`src/rtl/seg7_scan_if.sv`:
```
// Scan driver bundle: scan-rate input, load port and
// active-low display lines for seg7_scan.
interface seg7_scan_if #(
  parameter int DIGITS = 4
);
  logic                  divided_clk;
  logic                  load;
  logic [4*DIGITS-1:0]   value;
  logic [DIGITS-1:0]     dp;
  logic [DIGITS-1:0]     an;
  logic [6:0]            seg;
  logic                  dp_out;

  modport master (
    output divided_clk, load, value, dp,
    input  an, seg, dp_out
  );

  modport slave (
    input  divided_clk, load, value, dp,
    output an, seg, dp_out
  );
endinterface

```
`src/rtl/seg7_scan.sv`:
```
// Multiplexed common-anode hex 7-segment driver.
// divided_clk is edge-detected into a scan tick in the clk domain.
module seg7_scan #(
  parameter int DIGITS   = 4,
  parameter int BLANK_LZ = 0
) (
  input logic         clk,
  input logic         rst,
  seg7_scan_if.slave  bus
);
  localparam int IW = $clog2(DIGITS);
  localparam int VW = 4 * DIGITS;
  localparam logic [IW-1:0] LAST = IW'(DIGITS - 1);

  logic                div_q;
  logic                tick;
  logic [IW-1:0]       idx;
  logic [VW-1:0]       value_r;
  logic [DIGITS-1:0]   dp_r;
  logic [3:0]          nib;
  logic [DIGITS-1:0]   lz;
  logic                blank;
  logic [DIGITS-1:0]   an_d;
  logic [6:0]          seg_d;
  logic                dp_d;

  function automatic logic [6:0] hex_font(
    input logic [3:0] d
  );
    logic [6:0] s;
    unique case (d)
      4'h0: s = 7'h40;
      4'h1: s = 7'h79;
      4'h2: s = 7'h24;
      4'h3: s = 7'h30;
      4'h4: s = 7'h19;
      4'h5: s = 7'h12;
      4'h6: s = 7'h02;
      4'h7: s = 7'h78;
      4'h8: s = 7'h00;
      4'h9: s = 7'h10;
      4'hA: s = 7'h08;
      4'hB: s = 7'h03;
      4'hC: s = 7'h46;
      4'hD: s = 7'h21;
      4'hE: s = 7'h06;
      default: s = 7'h0E;
    endcase
    return s;
  endfunction

  assign tick = bus.divided_clk & ~div_q;

  always_ff @(posedge clk) begin
    if (rst) begin
      div_q   <= 1'b0;
      idx     <= '0;
      value_r <= '0;
      dp_r    <= '0;
    end else begin
      div_q <= bus.divided_clk;
      if (tick)
        idx <= (idx == LAST) ? '0 : idx + 1'b1;
      if (bus.load) begin
        value_r <= bus.value;
        dp_r    <= bus.dp;
      end
    end
  end

  // lz[i]: digit i and every digit above it are zero
  always_comb begin
    lz = '0;
    lz[DIGITS-1] = (value_r[VW-1 -: 4] == 4'h0);
    for (int i = DIGITS - 2; i >= 0; i--)
      lz[i] = lz[i+1] & (value_r[4*i +: 4] == 4'h0);
  end

  always_comb begin
    nib   = value_r[{idx, 2'b00} +: 4];
    blank = (BLANK_LZ != 0) && (idx != '0) && lz[idx];
    an_d  = ~(DIGITS'(1) << idx);
    seg_d = blank ? 7'h7F : hex_font(nib);
    dp_d  = ~dp_r[idx];
  end

  always_ff @(posedge clk) begin
    if (rst) begin
      bus.an     <= '1;
      bus.seg    <= 7'h7F;
      bus.dp_out <= 1'b1;
    end else begin
      bus.an     <= an_d;
      bus.seg    <= seg_d;
      bus.dp_out <= dp_d;
    end
  end
endmodule

```
`src/flat_wrapper.sv`:
```
// flat-port wrapper written by rule: the top's interface ports become plain ports
module seg7_scan_flat 
#(
  parameter int DIGITS   = 4,
  parameter int BLANK_LZ = 0
)
  (clk, rst, bus_divided_clk, bus_load, bus_value, bus_dp, bus_an, bus_seg, bus_dp_out);
  seg7_scan_if #(.DIGITS(DIGITS)) bus_i ();
  input logic clk;
  input logic rst;
  input wire logic [$bits(bus_i.divided_clk)-1:0] bus_divided_clk;
  input wire logic [$bits(bus_i.load)-1:0] bus_load;
  input wire logic [$bits(bus_i.value)-1:0] bus_value;
  input wire logic [$bits(bus_i.dp)-1:0] bus_dp;
  output wire logic [$bits(bus_i.an)-1:0] bus_an;
  output wire logic [$bits(bus_i.seg)-1:0] bus_seg;
  output wire logic [$bits(bus_i.dp_out)-1:0] bus_dp_out;
  assign bus_i.divided_clk = bus_divided_clk;
  assign bus_i.load = bus_load;
  assign bus_i.value = bus_value;
  assign bus_i.dp = bus_dp;
  assign bus_an = bus_i.an;
  assign bus_seg = bus_i.seg;
  assign bus_dp_out = bus_i.dp_out;
  seg7_scan #(.DIGITS(DIGITS), .BLANK_LZ(BLANK_LZ)) u_core (.clk(clk), .rst(rst), .bus(bus_i));
endmodule
```
`config.mk`:
```
export PLATFORM = sky130hd
export DESIGN_NAME = seg7_scan_flat
export DESIGN_NICKNAME = d
export VERILOG_FILES = /design/src/rtl/seg7_scan_if.sv /design/src/rtl/seg7_scan.sv /design/src/flat_wrapper.sv
export SDC_FILE = /design/constraint.sdc
export NUM_CORES = 1
export LEC_CHECK = 0
export CAP_MARGIN = 30
export CORE_MARGIN = 8
export CORE_UTILIZATION = 42
export DETAILED_ROUTE_END_ITERATION = 8
export GPL_TIMING_DRIVEN = 0
export PLACE_DENSITY_LB_ADDON = 0.15
export SYNTH_ARGS = -nofsm -noshare
export SYNTH_HDL_FRONTEND = slang
export SYNTH_SLANG_ARGS = --single-unit
```
`constraint.sdc`:
```
create_clock -name clk -period 2.1 [get_ports clk]
set_input_delay 0.42 -clock clk [delete_from_list [all_inputs] [get_ports clk]]
set_output_delay 0.42 -clock clk [all_outputs]
set_load 0.02 [all_outputs]
```
After elaboration in Yosys (flattened, before gate mapping):

Memory sizes are Yosys's and may differ from the RTL's. A register that Yosys moved wholly into a read port is not among the register bits.
Cells that the tools add are included.

* logic and storage cells: 19
* memory bits (read-only): 112
* input bits: 24
* output and inout bits: 12
* register bits after elaboration: 28
* memories kept: 1

* $lt $le $gt $ge: 1
* muxes and demuxes: 3
* bitwise operators: 4
* add/sub/neg operators: 1
* eq/ne operators: 1
* shift-type cells: 2

Memory list
* (no name shown): words 16, bits a word 7, rd ports 1, clocked after Yosys merged registers in 1, wr ports 0, line seg7_scan.sv:31 `unique case (d)`

Operators with widths (count)
* variable part select 16 x 5 -> 4 bit: 1
* NOT 4 bit: 1
* left shift 1 x 2 -> 4 bit (first input constant): 1
* < comparator 2 x 3 -> 1 bit (second input constant): 1
* adder 2 x 1 -> 2 bit (second input constant): 1
* binary-select mux 1 bit (select 2 bit): 1
* == test 2 bit (second input constant): 1
* 2-to-1 mux 2 bit: 1
* NOT 1 bit: 2
* bitwise AND 1 bit: 1
* 2-to-1 mux 1 bit: 1

Logic depth before layout (Yosys ltp):

* word-level depth: 3
* mapped depth: 7
* mapped depth without buffers: 6

Worst setup path after synthesis:

OpenSTA, ideal clock, no wires.

* path type: reg-to-reg
* from: reg u_core.idx[1]
* to: reg u_core.bus.seg[1]
* slack: 0.263 ns
* arrival time: 1.708 ns
* data required time: 1.971 ns
* period minus slack after synthesis: 1.837 ns
* library setup time: 0.129 ns
* stages on the path, launching flop included: 7
* buffers on the path: 1
* cells stage by stage: dfxtp_1 > buf_2 > mux4_2 > inv_1 > ha_1 > o211ai_1 > o211ai_1

* word-level cells in the longest chain between the ends: 1

Ends and longest elaborated chain
* start: declaration: line seg7_scan.sv:17 `logic [IW-1:0] idx;`
* start signal: assignment: line seg7_scan.sv:63 `idx <= (idx == LAST) ? '0 : idx + 1'b1;`
* variable part select 16 x 5 -> 4 bit: line seg7_scan.sv:80 `nib = value_r[{idx, 2'b00} +: 4];`
* end: declaration: line seg7_scan_if.sv:21 `output an, seg, dp_out`

Every way passes these cells.
A chain may end at the register's enable or synchronous reset.

Worst setup path in the final report:

* from: reg u_core.idx[1]
* to: reg u_core.bus.seg[3]

Same word-level chain as after synthesis.

==> reports/results.txt <==
After floorplanning, the core was divided into 22 placement rows. After detailed routing, the number of vias per cell comes to 4.79. The mean instance size in the synthesized netlist is 10.7 µm², and the DRC violation count after routing is 0. The core region is 0.00358 mm². In this design, the stage delay of the slowest critical-path cell is 590 ps.

After synthesis the cells add up to 0.00153 mm². Critical path launch point: u_core.idx[1]. The launching point of the worst reg2reg path is u_core.idx[1]. Setup total negative slack on the finished layout was measured at 0 ps. The tree is rooted in a clkbuf_4.

From left edge to right edge, the die measures 76.3 µm. Wires add up to 3.06 mm. The share of the Yosys chip area taken by registers is 45.9%. The floorplan step defined a die boundary enclosing 0.00582 mm².

The logs give 0 for the number of setup violations in the final report and 0.774 for the weighted congestion at the end of routability-driven global placement. The number of nets in the synthesized netlist is 177. The wire length of the first global-routing pass is 5.43 mm. Internal power comes to 1.07 mW.

The final worst-path cycle share was 94.7%; the total design power was 1.45 mW. The run gives 11.2% as the global-route total usage across every layer. In this run the worst path has a maximum fanout of 7. The switching part of the total was 26.0%.

The post-synthesis sequential element count was 35. For this design, the sink count on the clock tree is 35. Counting instances, the worst hold path has a depth of 2. 0 antenna diodes ended up in the layout.

Hold path startpoint: rst. The worst setup path is launched from a register. Post-detailed-placement half-perimeter wirelength: 2.34 mm. The post-synthesis instance total is 143, and the depth of the worst register-to-register path is 6. The hold violation count in the final report was 0. The first detailed-routing pass took 4 iterations. The library cells used most frequently in the layout, excluding fill and tap cells, are dfxtp_1, clkdlybuf4s50_1, nor2_1, mux2i_1, ha_1. TritonCTS built the clock tree. The clock network latency to the later pin of the worst-skew pair came out at 340 ps. For the final database, setup skew stands at 14.7 ps. The top-level port count is 36. The number of pins exceeding their max-slew limit in the final report is 0, and the post-cts hold buffer count is 0.

Global routing finished with a remaining overflow of 0. For the worst setup path, the data required time is 2340 ps. The count of different cell masters after synthesis is 28, and the warning count from the yosys run is 0. Data arrives at the worst endpoint at 2230 ps. In this run the number of H-tree levels came out at 2.

The run gives 0 as the post-route antenna net violation count. The largest individual stage delay along the critical path comes from the cell mux4_2. The starting density of the core is 42.7%, and the iteration-0 DRC count of the detailed router is 105. Port buffering added 33 buffers.

For this design the static power due to leakage is 0.837 nW. The worst-case IR drop observed on VDD is 0.451 mV. The routed layout has 1,117 vias.

The transition time at the pin with the least slew margin is 715 ps, and the share of total power in the clock network is 28.3%. The logs give 5 for the total CTS buffers and 0 for the initial antenna violation count. The area growth from synthesis to layout came out at 30.7%. The flow ran to the end, and the final reports show no timing, DRC or antenna violations. STA classifies the critical path endpoint as a register. The share of layout cells above drive strength 1 was 10.8%.

The logs give 0.375 mW for the net switching power and 218 for the number of nets in the layout. In this run the worst hold path is classified as input pin to register. The signal on the critical path passes through clkbuf_4 -> mux4_2 -> ha_1 -> nor2_1 -> a21oi_1 -> o31a_1. The via count of the first global-routing pass is 1,228, and the register clock-pin slew on the reported worst setup and hold paths is 110 ps. The height of the die came out at 76.3 µm.

The relative max-transition margin was 52.3%; the reported max-cap violation count was 0. The final critical path time including I/O delays and setup was 1990 ps. The total power divided by cell area is 724 mW/mm². Combinational logic burns 21.2% of the power. The logs give 503 MHz for the highest clock rate and 50.5% for the relative contribution of sequential cells to total power. The average detailed-routed wire length per instance came out at 13.1 µm. The critical path in this run is classified as register to register. No sink is reached through more buffers than the 2 on the longest clock path.

Entering global routing, the biggest net connects 11 pins. Leaving out fill and tap cells, the most frequent cell in the layout is dfxtp_1.
-- routing by layer --
metal / wire length [µm] / GRT usage, % / share of wire (%) / vias up
met1: 1300 / 11.6 / 42 / 518
met5: 0 / 0 / 0 / -
li1: - / - / - / 569
met4: 42 / 3.85 / 1.4 / 0
met3: 187 / 5.19 / 6.1 / 6
met2: 1530 / 19.4 / 50 / 24
-- worst max-delay path, delay by kind of cell (launching register included) --
family | cells | cell delay (ps)
simple gates | 1 | 130
compound gates | 2 | 300
buf+inv | 1 | 210
flops | 1 | 370
mux | 1 | 590
fa+ha+maj | 1 | 290
-- final timing paths --
check,end,slack [ps]
worst max-delay path,u_core.bus.seg[3],110
worst min-delay path,u_core.value_r[3],450
worst max register to register,u_core.bus.seg[3],110
worst min register to register,u_core.dp_r[2],490
-- per-stage QoR --
step	hold WS (ps)	utilization, %	worst slack (ps)	area (µm²)	std cells
2_1_floorplan	451	-	263	1530	143
3_3_place_gp	467	53.6	109	1920	224
3_5_place_dp	478	53.6	82.5	1920	224
4_1_cts	444	55.5	77.7	1990	232
5_1_grt	494	55.8	-7.73	2000	233
6_report	451	55.8	112	2000	233
-- synthesized netlist by cell type --
cell / count / area [µm²]
nand2_1: 7 / 26.3
o221ai_1: 1 / 8.76
o211ai_1: 2 / 15.0
clkbuf_8: 1 / 13.8
a21oi_1: 5 / 25.0
nand2b_4: 2 / 27.5
nand3_1: 1 / 5.00
mux4_1: 1 / 26.3
ha_1: 10 / 125
nor2_1: 26 / 97.6
nand2b_1: 1 / 6.26
o22ai_1: 1 / 6.26
nor2b_1: 1 / 6.26
clkbuf_1: 5 / 18.8
dfxtp_1: 35 / 701
nor3_1: 1 / 5.00
buf_4: 1 / 7.51
mux4_2: 4 / 90.1
buf_6: 1 / 11.3
clkinv_1: 1 / 3.75
inv_1: 4 / 15.0
mux2i_1: 23 / 230
and3b_1: 1 / 8.76
a31oi_1: 2 / 12.5
buf_2: 1 / 5.00
o31a_1: 1 / 8.76
o21ai_0: 1 / 5.00
o21ai_1: 3 / 15.0
-- power by group through the flow --
stage	sequential, mW	combinational [mW]	clock, mW
global placement	0.744	0.297	0
floorplan	0.770	0.161	0
detailed placement	0.746	0.303	0
finish	0.730	0.306	0.409
global route	0.736	0.337	0.458
CTS	0.731	0.304	0.425
-- kinds of logic after synthesis --
family,share of synthesized area [%]
flip-flops,45.9
AO/OA/AOI/OAI,6.31
multiplexers,22.7
buffers and inverters,4.92
adder cells (fa/ha/maj),8.20
AND/OR/NAND/NOR,12.0
-- layout make-up --
| type | count | area, µm² |
|---|---|---|
| inverters | 5 | 18.8 |
| flip-flops and latches | 35 | 701 |
| plain buffers | 9 | 58.8 |
| multi-input cells | 94 | 751 |
| repair buffers | 34 | 338 |
| clock buffers | 8 | 68.8 |
| well taps | 48 | 60.1 |
| fillers | 333 | 1580 |
-- state kept, by name (all words and copies together) (netlist names) --
register,cells
u_core.idx,2
u_core.div_q,1
u_core.bus.dp_out,1
u_core.bus.seg,7
u_core.bus.an,4
u_core.dp_r,4
u_core.value_r,16
-- repair_timing --
action,CTS,global route
hold endpoints to repair,0,0
setup endpoints to repair,0,4
gates resized for setup,0,3
buffers inserted,0,1
(Power assumes the default switching activity.)
==> RTL change 1 (same flow settings) <==
Reset style: asynchronous (`rst`), changed in 2 clocked blocks.
--- a/src/rtl/seg7_scan.sv
+++ b/src/rtl/seg7_scan.sv
@@ -51,7 +51,7 @@
 
   assign tick = bus.divided_clk & ~div_q;
 
-  always_ff @(posedge clk) begin
+  always_ff @(posedge clk or posedge rst) begin
     if (rst) begin
       div_q   <= 1'b0;
       idx     <= '0;
@@ -84,7 +84,7 @@
     dp_d  = ~dp_r[idx];
   end
 
-  always_ff @(posedge clk) begin
+  always_ff @(posedge clk or posedge rst) begin
     if (rst) begin
       bus.an     <= '1;
       bus.seg    <= 7'h7F;
Function: differs if rst is asserted again (counterexample within 4 cycles, from zero or initial values and one cycle with rst high); with rst held inactive, the same outputs for 10 cycles.
==> RTL change 1 against the unedited design <==
Worst hold slack improved by 0.055 ns; sequential cell count did not move; cell count fell by 10%; count of clock-buffer cells in the layout fell by 1; global-route usage fell by 0.76 points; wire length fell by 1.8%; maximum frequency rose by 0.27%; critical path depth did not move; cell area rose by 9.0%; setup slack improved by 0.0053 ns; synthesized cell count fell by 20%; synthesized area rose by 7.5%.
Power is not compared: it rests on default switching activity, and its combinational part moved more than twofold at a synthesized area within 25%.
==> RTL change 1: results (changes against the unedited design) <==
status -> completed
sequential-to-total area share from yosys stat -> 54.27% (+8.4 points)
First DRT Iteration DRCs -> 13 (-88%)
Wirelength per Cell -> 14.35 um (+9.5%)
met2 usage -> 17.81% (-1.6 points)
GRT Total Usage -> 10.42% (-0.76 points)
Mapped Avg Cell Area -> 14.27 um2 (+34%)
register area -> 890.9 um2 (+27%)
Final GP Congestion -> 0.8104 (+4.7%)
vias in the first global route -> 1093 (-11%)
DP Area -> 2069 um2 (+8.0%)
Worst path max stage delay -> 0.57 ns (-0.02 ns)
Fill cells -> 329 (-1.2%)
Hold WC Path Type -> register to register
Max FO, Critical Path -> 8 (+1)
clock skew -> 0.01018 ns (-0.004555 ns)
Root Buffer -> clkbuf_8
post-synthesis adder-cell area fraction -> 7.622% (-0.57 points)
Least-Margin Pin Slew -> 0.8173 ns (+0.1019 ns)
top cells by count, synth -> mux2_2, dfrtp_1, inv_1
syn_nets -> 149 (-16%)
library cells used by synthesis -> 21 (-25%)
fin nets -> 194 (-11%)
CP arrival -> 2.19 ns (-0.04 ns)
met3 Use GR -> 4.784% (-0.41 points)
Synth Area in Compound Gates -> 2.820% (-3.5 points)
GRT met1 Usage -> 10.34% (-1.2 points)
mux contribution to synthesized area -> 25.84% (+3.1 points)
Total Wirelength -> 3000 um (-1.8%)
XOR/XNOR share of the synthesized area -> 0.5335% (+0.53 points)
largest net degree at the start of global routing -> 21 (+10)
post-detail-place hpwl -> 2253 um (-3.5%)
number of iterations in the first detailed-routing pass -> 2 (-2)
global-route wire length before repair -> 4961 um (-8.6%)
ys async rst share -> 100.0% (+100 points)
RTL change 1: cell types whose count changed after synthesis, sizes merged, moves of 12 or more:
cell,change
dfxtp,-35
mux2,+25
nor2,-25
dfrtp,+23
mux2i,-20
dfstp,+12
RTL change 1: final timing paths:
kind | startpoint | to | slack [ns] | depth (start not counted)
setup / recovery | u_core.idx[0]$_DFFE_PP0P_ | u_core.bus.seg[3]$_DFF_PP1_ | 0.12 | 6
hold / removal | u_core.value_r[12]$_DFFE_PP0P_ | u_core.value_r[12]$_DFFE_PP0P_ | 0.51 | 1
max in group asynchronous | rst | u_core.value_r[6]$_DFFE_PP0P_ | 0.95 | 3
min in group asynchronous | rst | u_core.value_r[15]$_DFFE_PP0P_ | 0.59 | 2
hold reg to reg | u_core.value_r[12]$_DFFE_PP0P_ | u_core.value_r[12]$_DFFE_PP0P_ | 0.51 | 1
setup reg to reg | u_core.idx[0]$_DFFE_PP0P_ | u_core.bus.seg[3]$_DFF_PP1_ | 0.12 | 6
RTL change 1: repair_timing:
item | CTS | global route
endpoints found under the setup margin | 0 | 1
resized for setup | 0 | 2
buffers inserted | 0 | 3
hold endpoints to repair | 0 | 0
RTL change 1: routing by layer:
layer  wire length, um  part of all wire, %
met1              1164                   39
met2              1604                   53
met3               165                  5.5
met4                66                  2.2
met5                 0                    0
RTL change 1: layout make-up:
cell class,instances,share of cell area [%]
sequential,35,40.94
multi-input combinational,62,30.82
timing repair buffer,38,17.94
clock buffer,7,3.508
tap,48,2.760
inverter,13,2.243
buffer,5,1.553
clock inverter,1,0.2300
RTL change 1: cells by family after synthesis:
kind of cell	Yosys count
flops	35
fa+ha+maj	10
simple gates	11
xor+xnor	1
mux	33
compound gates	7
buf+inv	18
==> RTL change 2 (config.mk and constraints unchanged) <==
Without the edit above. `DIGITS` is set to 4 in 3 places; all go to 16.
--- a/src/rtl/seg7_scan_if.sv
+++ b/src/rtl/seg7_scan_if.sv
@@ -1,7 +1,7 @@
 // Scan driver bundle: scan-rate input, load port and
 // active-low display lines for seg7_scan.
 interface seg7_scan_if #(
-  parameter int DIGITS = 4
+  parameter int DIGITS = 16
 );
   logic                  divided_clk;
   logic                  load;
--- a/src/rtl/seg7_scan.sv
+++ b/src/rtl/seg7_scan.sv
@@ -1,7 +1,7 @@
 // Multiplexed common-anode hex 7-segment driver.
 // divided_clk is edge-detected into a scan tick in the clk domain.
 module seg7_scan #(
-  parameter int DIGITS   = 4,
+  parameter int DIGITS   = 16,
   parameter int BLANK_LZ = 0
 ) (
   input logic         clk,
--- a/src/flat_wrapper.sv
+++ b/src/flat_wrapper.sv
@@ -1,7 +1,7 @@
 // flat-port wrapper written by rule: the top's interface ports become plain ports
 module seg7_scan_flat 
 #(
-  parameter int DIGITS   = 4,
+  parameter int DIGITS   = 16,
   parameter int BLANK_LZ = 0
 )
   (clk, rst, bus_divided_clk, bus_load, bus_value, bus_dp, bus_an, bus_seg, bus_dp_out);
Ports: changed (resized bus_an, bus_dp and bus_value); port bits go from 36 to 108. The function was not compared with the original's and may differ.
==> RTL change 2 against the unedited design <==
The run now ends with negative setup slack left; synthesized area rose to 3.0 times the old value; wire length grew to 3.7 times the old value; non-clock buffer count increased by 103; sequential share of layout area is 0.46 points lower; sequential cell count up 74; die area increased by 150%; power rose to 3.0 times the old value; setup slack got worse by 0.40 ns; highest routed layer unchanged; largest cell class unchanged; cell area increased to 3.2 times the old value.
==> RTL change 2: results (changes against the unedited design) <==
CTS buffer count -> 9 (+4)
mux contribution to synthesized area -> 28.84% (+6.1 points)
CP Launch Point -> u_core.idx[0]$_SDFFE_PP0P_
Fill cells -> 970 (+190%)
post-CTS setup buffers -> 6 (+6)
buffer share of cell area -> 21.54% (+1.7 points)
Die Wd -> 120.5 um (+58%)
Total Wirelength -> 11440 um (+270%)
WHS -> 0.4465 ns (-0.004628 ns)
Setup WS post-layout -> -0.2916 ns (-0.4036 ns)
post-detail-place hpwl -> 8549 um (+270%)
via count -> 3436 (+210%)
Clock Buffer Count -> 10 (+2)
library cells used by synthesis -> 35 (+25%)
fraction of area in multi-input gates -> 37.37% (-0.25 points)
Root Buffer -> clkbuf_8
sequential-to-total area share from yosys stat -> 47.59% (+1.7 points)
Setup TNS -> -1.648 ns (-1.648 ns)
failing checks -> negative setup slack
fin nets -> 646 (+200%)
largest net degree at the start of global routing -> 20 (+9)
Hold EP -> u_core.dp_r[13]$_SDFFE_PP0P_
fraction of area in registers -> 34.65% (-0.46 points)
Final GP Congestion -> 0.7892 (+2.0%)
DP Worst Slack -> -0.4938 ns (-0.5763 ns)
Top Registers -> u_core.value_r: 64 flops, u_core.bus.an: 16 flops, u_core.dp_r: 16 flops
GRT Total Usage -> 16.19% (+5.0 points)
Max FO, Critical Path -> 5 (-2)
Synth Register Bits -> 109 (+210%)
# setup viols final -> 7 (+7)
final period utilization -> 113.9% (+19 points)
DP Area -> 5846 um2 (+200%)
Non-CTS inverters -> 8 (+3)
Multi-In Gates -> 276 (+190%)
status -> finished, violations left
H-tree levels -> 3 (+1)
RTL change 2: changes by cell type in the layout (fill, tap and decap cells not counted), sizes merged, moves of 13 or more:
cell and change:
buf +27, clkdlybuf4s50 +72, dfxtp +74, mux2i +60
mux4 +16, nand2 +13, nor2 +62
RTL change 2: per-layer routing:
layer | GRT usage, % | share of wire (%)
met1 | 19.62 | 44
met2 | 27.44 | 48
met3 | 4.196 | 5.7
met4 | 5.308 | 1.7
met5 | 0 | 0
RTL change 2: power by group through the flow:
| stage | Combinational [mW] | Clock, mW | Sequential (mW) |
|---|---|---|---|
| after detailed placement | 0.719 | 0 | 2.29 |
| after CTS | 0.784 | 1.27 | 2.24 |
| final | 0.809 | 1.24 | 2.24 |
| after global placement | 0.710 | 0 | 2.28 |
| after global routing | 0.875 | 1.37 | 2.25 |
| after floorplan | 0.395 | 0 | 2.30 |
